===== src/rtl/brdg_context_receiver.sv =====
// TLX-side receiver for the AFU->TLX command stream: absorbs assign_actag into an
// acTag->PASID table, checks every other command against it and queues it in a FWFT FIFO.
module brdg_context_receiver #(
    parameter int DEPTH = 8
) (
    input  logic        clk,
    input  logic        rst,
    input  logic        afu_tlx_cmd_valid,
    input  logic [7:0]  afu_tlx_cmd_opcode,
    input  logic [15:0] afu_tlx_cmd_afutag,
    input  logic [67:0] afu_tlx_cmd_ea_or_obj,
    input  logic [1:0]  afu_tlx_cmd_dl,
    input  logic [2:0]  afu_tlx_cmd_pl,
    input  logic [11:0] afu_tlx_cmd_actag,
    input  logic [19:0] afu_tlx_cmd_pasid,
    output logic        tlx_afu_cmd_ready,
    output logic        out_cmd_valid,
    input  logic        out_cmd_ready,
    output logic [7:0]  out_cmd_opcode,
    output logic [15:0] out_cmd_afutag,
    output logic [67:0] out_cmd_ea_or_obj,
    output logic [1:0]  out_cmd_dl,
    output logic [2:0]  out_cmd_pl,
    output logic [19:0] out_cmd_pasid,
    output logic [5:0]  out_cmd_actag,
    output logic [1:0]  out_cmd_err,
    input  logic        err_clear,
    output logic [2:0]  err_sticky,
    output logic [5:0]  err_actag
);
    localparam int AW = $clog2(DEPTH);
    localparam int CW = AW + 1;
    localparam logic [7:0]    OP_ASSIGN = 8'h50;
    localparam logic [CW-1:0] FULL_CNT  = CW'(DEPTH);
    localparam logic [CW:0]   READY_LIM = (CW + 1)'(DEPTH - 2);

    typedef struct packed {
        logic [7:0]  opcode;
        logic [15:0] afutag;
        logic [67:0] ea_or_obj;
        logic [1:0]  dl;
        logic [2:0]  pl;
        logic [19:0] pasid;
        logic [5:0]  actag;
        logic [1:0]  err;
    } cmd_t;

    logic          r_s1_valid;
    cmd_t          r_s1_cmd;
    logic [63:0]   r_tbl_vld;
    logic [19:0]   r_tbl_pasid [0:63];
    cmd_t          r_mem [0:DEPTH-1];
    logic [AW-1:0] r_wr_ptr;
    logic [AW-1:0] r_rd_ptr;
    logic [CW-1:0] r_count;
    logic          r_ready;
    logic [2:0]    r_err_sticky;
    logic [5:0]    r_err_actag;

    cmd_t          w_in_cmd;
    cmd_t          w_push_cmd;
    cmd_t          w_head;
    logic          w_is_assign;
    logic          w_is_cmd;
    logic          w_ent_vld;
    logic [19:0]   w_ent_pasid;
    logic [1:0]    w_err;
    logic          w_full;
    logic          w_pop;
    logic          w_push;
    logic          w_ovf;
    logic [CW:0]   w_occ;
    logic [2:0]    w_sticky_base;
    logic [2:0]    w_new_err;
    logic [2:0]    w_sticky_nxt;
    logic [5:0]    w_actag_nxt;
    logic          w_unused_actag_hi;

    assign w_unused_actag_hi = ^afu_tlx_cmd_actag[11:6];

    // Input packing and stage-1 table lookup / error classification
    always_comb begin
        w_in_cmd           = '0;
        w_in_cmd.opcode    = afu_tlx_cmd_opcode;
        w_in_cmd.afutag    = afu_tlx_cmd_afutag;
        w_in_cmd.ea_or_obj = afu_tlx_cmd_ea_or_obj;
        w_in_cmd.dl        = afu_tlx_cmd_dl;
        w_in_cmd.pl        = afu_tlx_cmd_pl;
        w_in_cmd.pasid     = afu_tlx_cmd_pasid;
        w_in_cmd.actag     = afu_tlx_cmd_actag[5:0];

        w_is_assign = r_s1_valid && (r_s1_cmd.opcode == OP_ASSIGN);
        w_is_cmd    = r_s1_valid && (r_s1_cmd.opcode != OP_ASSIGN);
        w_ent_vld   = r_tbl_vld[r_s1_cmd.actag];
        w_ent_pasid = r_tbl_pasid[r_s1_cmd.actag];
        w_err       = {w_ent_vld && (w_ent_pasid != r_s1_cmd.pasid), !w_ent_vld};

        w_push_cmd     = r_s1_cmd;
        w_push_cmd.err = w_err;
    end

    // FIFO control, ready occupancy and sticky-error next state
    always_comb begin
        w_full = (r_count == FULL_CNT);
        w_pop  = (r_count != {CW{1'b0}}) && out_cmd_ready;
        w_push = w_is_cmd && (!w_full || w_pop);
        w_ovf  = w_is_cmd && w_full && !w_pop;
        w_occ  = (CW + 1)'(r_count) + (CW + 1)'(r_s1_valid) + (CW + 1)'(afu_tlx_cmd_valid);

        // A new error in the same cycle as err_clear survives the clear
        w_sticky_base = err_clear ? 3'b000 : r_err_sticky;
        w_new_err     = {w_ovf, (w_push ? w_err : 2'b00)};
        w_sticky_nxt  = w_sticky_base | w_new_err;
        if ((w_new_err != 3'b000) && (w_sticky_base == 3'b000)) begin
            w_actag_nxt = r_s1_cmd.actag;
        end else if (err_clear) begin
            w_actag_nxt = 6'd0;
        end else begin
            w_actag_nxt = r_err_actag;
        end
    end

    // Stage-1 capture; every strobe is taken unconditionally
    always_ff @(posedge clk) begin
        if (rst) begin
            r_s1_valid <= 1'b0;
            r_s1_cmd   <= '0;
        end else begin
            r_s1_valid <= afu_tlx_cmd_valid;
            r_s1_cmd   <= w_in_cmd;
        end
    end

    // Table valid bits; an assign is visible to the very next captured command
    always_ff @(posedge clk) begin
        if (rst) begin
            r_tbl_vld <= 64'd0;
        end else if (w_is_assign) begin
            r_tbl_vld[r_s1_cmd.actag] <= 1'b1;
        end
    end

    // Table PASID storage
    always_ff @(posedge clk) begin
        if (w_is_assign) begin
            r_tbl_pasid[r_s1_cmd.actag] <= r_s1_cmd.pasid;
        end
    end

    // FIFO storage
    always_ff @(posedge clk) begin
        if (w_push) begin
            r_mem[r_wr_ptr] <= w_push_cmd;
        end
    end

    // FIFO pointers and occupancy
    always_ff @(posedge clk) begin
        if (rst) begin
            r_wr_ptr <= {AW{1'b0}};
            r_rd_ptr <= {AW{1'b0}};
            r_count  <= {CW{1'b0}};
        end else begin
            if (w_push) begin
                r_wr_ptr <= r_wr_ptr + 1'b1;
            end
            if (w_pop) begin
                r_rd_ptr <= r_rd_ptr + 1'b1;
            end
            case ({w_push, w_pop})
                2'b10:   r_count <= r_count + 1'b1;
                2'b01:   r_count <= r_count - 1'b1;
                default: r_count <= r_count;
            endcase
        end
    end

    // Registered ready and sticky error reporting
    always_ff @(posedge clk) begin
        if (rst) begin
            r_ready      <= 1'b0;
            r_err_sticky <= 3'b000;
            r_err_actag  <= 6'd0;
        end else begin
            r_ready      <= (w_occ <= READY_LIM);
            r_err_sticky <= w_sticky_nxt;
            r_err_actag  <= w_actag_nxt;
        end
    end

    // Head fields are held at zero while the FIFO is empty
    always_comb begin
        if (r_count != {CW{1'b0}}) begin
            w_head = r_mem[r_rd_ptr];
        end else begin
            w_head = '0;
        end
    end

    assign tlx_afu_cmd_ready = r_ready;
    assign out_cmd_valid     = (r_count != {CW{1'b0}});
    assign out_cmd_opcode    = w_head.opcode;
    assign out_cmd_afutag    = w_head.afutag;
    assign out_cmd_ea_or_obj = w_head.ea_or_obj;
    assign out_cmd_dl        = w_head.dl;
    assign out_cmd_pl        = w_head.pl;
    assign out_cmd_pasid     = w_head.pasid;
    assign out_cmd_actag     = w_head.actag;
    assign out_cmd_err       = w_head.err;
    assign err_sticky        = r_err_sticky;
    assign err_actag         = r_err_actag;

endmodule


===== config.mk =====
export PLATFORM = sky130hd
export DESIGN_NAME = brdg_context_receiver
export DESIGN_NICKNAME = d
export VERILOG_FILES = /design/src/rtl/brdg_context_receiver.sv
export SDC_FILE = /design/constraint.sdc
export NUM_CORES = 2
export LEC_CHECK = 0
export BUFFER_PORTS_ARGS = -buffer_cell sky130_fd_sc_hd__clkbuf_2
export CORE_MARGIN = 2
export CORE_UTILIZATION = 51
export DETAILED_ROUTE_END_ITERATION = 12
export PLACE_DENSITY_LB_ADDON = 0.25
export SYNTH_ARGS = -nofsm -noshare
export SYNTH_HDL_FRONTEND = slang
export SYNTH_SLANG_ARGS = --single-unit

===== constraint.sdc =====
create_clock -name clk -period 16.65 [get_ports clk]
set_clock_uncertainty 0.1 [all_clocks]
set_input_delay 3.33 -clock clk [delete_from_list [all_inputs] [get_ports clk]]
set_output_delay 3.33 -clock clk [all_outputs]
set_load 0.02 [all_outputs]

==> impl_metrics.py <==
metrics = {
    "timing": {
        "min_period_ns": 8.13,
        "hold_violations": 0,
        "rsz0062_at_grt": "false",
        "hold_ws_ns": 0.358,
        "worstMarginPinSlew_ns": 1.30,
        "timing.fmax_mhz": 123,
        "slew_violations": 0,
        "setup_viol": 0,
        "timing.final.ws_setup_ns": 8.52,
        "finalCritPeriodShare": 0.488,
        "relSlewSlack": 0.124,
        "tns_ns": 0,
    },
    "grt": {
        "overflow": 0,
        "gr-max-usage-layer": "met2",
        "grt_pass1_vias": 48600,
        "grt_usage": 0.257,
        "grt_max_degree": 118,
        "antenna_found_initial": 11,
        "grt_use_met2": 0.396,
        "grt_pass1_wl_mm": 352,
        "use_met3": 0.0573,
        "use_met1": 0.359,
    },
    "drt": {
        "wire_per_inst_um": 31.2,
        "drtIter0Drc": 6610,
        "wl_mm": 248,
        "drc": 0,
        "first_pass_iters": 6,
        "num_vias": 50000,
        "vias_per_cell": 6.30,
        "drtAntennaViolNets": 0,
    },
    "clocking": {
        "htreeDepth": 4,
        "cts_buffer_depth": 3,
        "cts_hold_buf": 0,
        "post_cts_buffers": 0,
        "cts_tree": "yes",
        "clockRootBuffer": "clkbuf_16",
        "clk_latency_ns": 0.87,
        "clk_pin_slew_ns": 0.06,
        "cts_resized": 0,
        "cts.sinks": 2491,
        "numCtsBuffers": 235,
    },
    "logic_synthesis": {
        "netlist_instances": 4887,
        "ys_ff_latch": 2491,
        "ys.warnings.count": 0,
        "synth_flop_cell": "edfxtp_1",
        "synth_area_leaders": "edfxtp_1 72%, mux4_2 7.7%, dfxtp_1 4.4%",
        "synth.net_count": 5028,
        "ys_types": 99,
        "yosys.area.top_type_share": 0.721,
        "ys_seq_area_frac": 0.765,
        "syn_area_per_cell_um2": 19.4,
        "async_flop_share": 0,
        "synth_edf_count": 2280,
        "synth_top_area_cell": "edfxtp_1",
        "syn_area_mm2": 0.0950,
    },
    "pwr": {
        "fin_total_pwr_w": 0.0143,
        "ir_worst_vdd_v": 0.000136,
        "power_density_mw_per_mm2": 134,
        "leakagePower_nw": 32.6,
    },
    "hold_path": {
        "hold_path_depth": 1,
        "min_path_type": "register to register",
    },
    "run": {
        "maxCapViolCount": 0,
    },
    "cells_and_area": {
        "nets": 5384,
        "fin_cells": 7940,
        "layout-drive-gt1-share": 0.245,
        "area_growth_pct": 12.7,
    },
    "critical_path": {
        "worstPathRequired_ns": 13.22,
        "critPathSlowestCell": "dfxtp_4",
        "crit_fanout": 72,
        "r2r_cells": 13,
        "crit_arrival_ns": 4.70,
        "crit_path_max_incr_delay_ns": 0.93,
        "cp_common_cell": "buf_4",
        "setup.worst_path.class": "register to primary output",
        "start_kind": "register",
        "cp_cell_sequence": "buf_4 > buf_4 > mux4_2 > mux2i_1 > nor2_1 > clkbuf_2",
        "cp-end-kind": "primary output",
    },
    "floorplanning": {
        "start_util": 0.513,
        "die_w_um": 436,
        "core-area_mm2": 0.185,
        "rows": 158,
        "die_h_um": 436,
        "num_io_pins": 270,
        "die_area_mm2": 0.190,
    },
    "placed_design": {
        "placed_cells": 7486,
        "pre_cts_ws_ns": 9.32,
        "place_congestion": 0.936,
        "post-dp-hpwl_mm": 136,
        "numPortBuffers": 263,
    },
    "status": {
        "status": "complete, no violations",
    },
}
[path summary, 6_finish.rpt]
path / slack, ns / start / to
min: 0.36 / r_tbl_vld[51] / r_tbl_vld[51]
max: 8.52 / register / out_cmd_opcode[1]
max reg2reg: 10.17 / r_s1_cmd[4] / r_mem[2][1]
min reg2reg: 0.36 / r_tbl_vld[51] / r_tbl_vld[51]
[sequential cells by signal, summed over array words and instances, names as in the netlist, 3 cells and up, named ones only]
register     flops
r_tbl_pasid   1280
err_sticky       3
r_tbl_vld       64
r_rd_ptr         3
r_s1_cmd       123
err_actag        6
r_wr_ptr         3
r_mem         1000
r_count          4
[cell families (layout without fill, tap and decap cells)]
kind of cell               Yosys count  after routing  share of synthesized area
AOI/OAI and AO/OA                  683            683                     0.0545
xor gates and xnor gates            24             24                    0.00221
and+or+nand+nor                    633            633                     0.0344
other                                0              8                          0
muxes                              733            733                      0.122
adders and majority gates            7              7                    0.00108
buffers and inverters              316            881                     0.0200
DFF                               2491           2491                      0.765
[where the power goes]
| group | leakage [nW] | switching (W) | internal [W] |
|---|---|---|---|
| Sequential | 21.0 | 0.0000802 | 0.00689 |
| Combinational | 7.88 | 0.00130 | 0.000741 |
| Clock | 3.77 | 0.00232 | 0.00301 |
| Total | 32.6 | 0.00370 | 0.0106 |
[final cells by class]
| type | count | area (um^2) |
|---|---|---|
| timing repair buffer | 424 | 2610 |
| clock buffer | 300 | 6250 |
| fill | 13700 | 78200 |
| multi-input combinational | 2080 | 20800 |
| inverter | 11 | 43.8 |
| antenna | 8 | 20.0 |
| sequential | 2491 | 72700 |
| clock inverter | 146 | 1470 |
| tap | 2480 | 3100 |
[cells in the mapped netlist, types with 7 or more instances]
master	n
a211oi_1	17
a21oi_1	68
a221o_1	47
a221oi_1	104
a222oi_1	16
a22o_1	29
a22oi_1	103
a31oi_1	16
and3_1	12
and3b_1	12
buf_1	55
buf_12	9
buf_2	67
buf_4	15
buf_6	25
clkbuf_1	109
clkbuf_8	20
dfxtp_1	211
edfxtp_1	2280
mux2_1	16
mux2_2	88
mux2i_1	296
mux4_2	324
nand2_1	95
nand2b_1	11
nand3_1	27
nand3b_1	22
nand4_1	10
nor2_1	239
nor2b_1	131
nor3_1	7
nor3b_1	16
nor4_1	9
o211ai_1	9
o21a_1	69
o21ai_0	62
o22ai_1	61
o2bb2ai_1	27
or3b_2	8
xnor2_1	10
xor2_1	14
[critical path: cells and delay by family (launching register included)]
kind	cells	cell delay, ns
flip-flops	1	0.93
buffers and inverters	3	1.93
multiplexers	2	0.69
AND/OR/NAND/NOR	1	0.09
[metrics by stage]
| stage | area [um^2] | util |
|---|---|---|
| detailed placement | 99300 | 0.536 |
| finish | 107000 | 0.578 |
| global route | 107000 | 0.578 |
| global placement | 99300 | 0.536 |
| CTS | 107000 | 0.578 |
| floorplan | 95000 | - |
[cell usage in the layout (no fill, tap or decap), types with 17 or more instances in the layout]
cell,Yosys,routed
nand3b_1,22,22
mux2i_1,296,296
dfxtp_2,0,20
a211oi_1,17,17
nor2_1,239,171
mux4_2,324,324
nor2b_1,131,128
dfxtp_1,211,185
o21a_1,69,69
o22ai_1,61,61
clkbuf_2,1,262
nand3_1,27,27
a22o_1,29,29
o21ai_0,62,62
clkbuf_1,109,54
buf_4,15,155
nand2_1,95,95
clkbuf_16,0,236
a221oi_1,104,104
o2bb2ai_1,27,27
mux2_2,88,88
a22oi_1,103,103
bufinv_16,0,23
nor2_4,0,29
a21oi_1,68,68
a221o_1,47,47
nor2_2,1,40
edfxtp_1,2280,2280
clkinv_2,0,50
clkinv_1,1,50
[metal layers]
layer  vias to the layer above  routed length [um]
li1                      20700                   -
met1                     26200               97900
met2                      2642              115000
met3                       523               24700
met4                         6               10400
met5                         -                  34
Power figures use the tool's default switching activity.
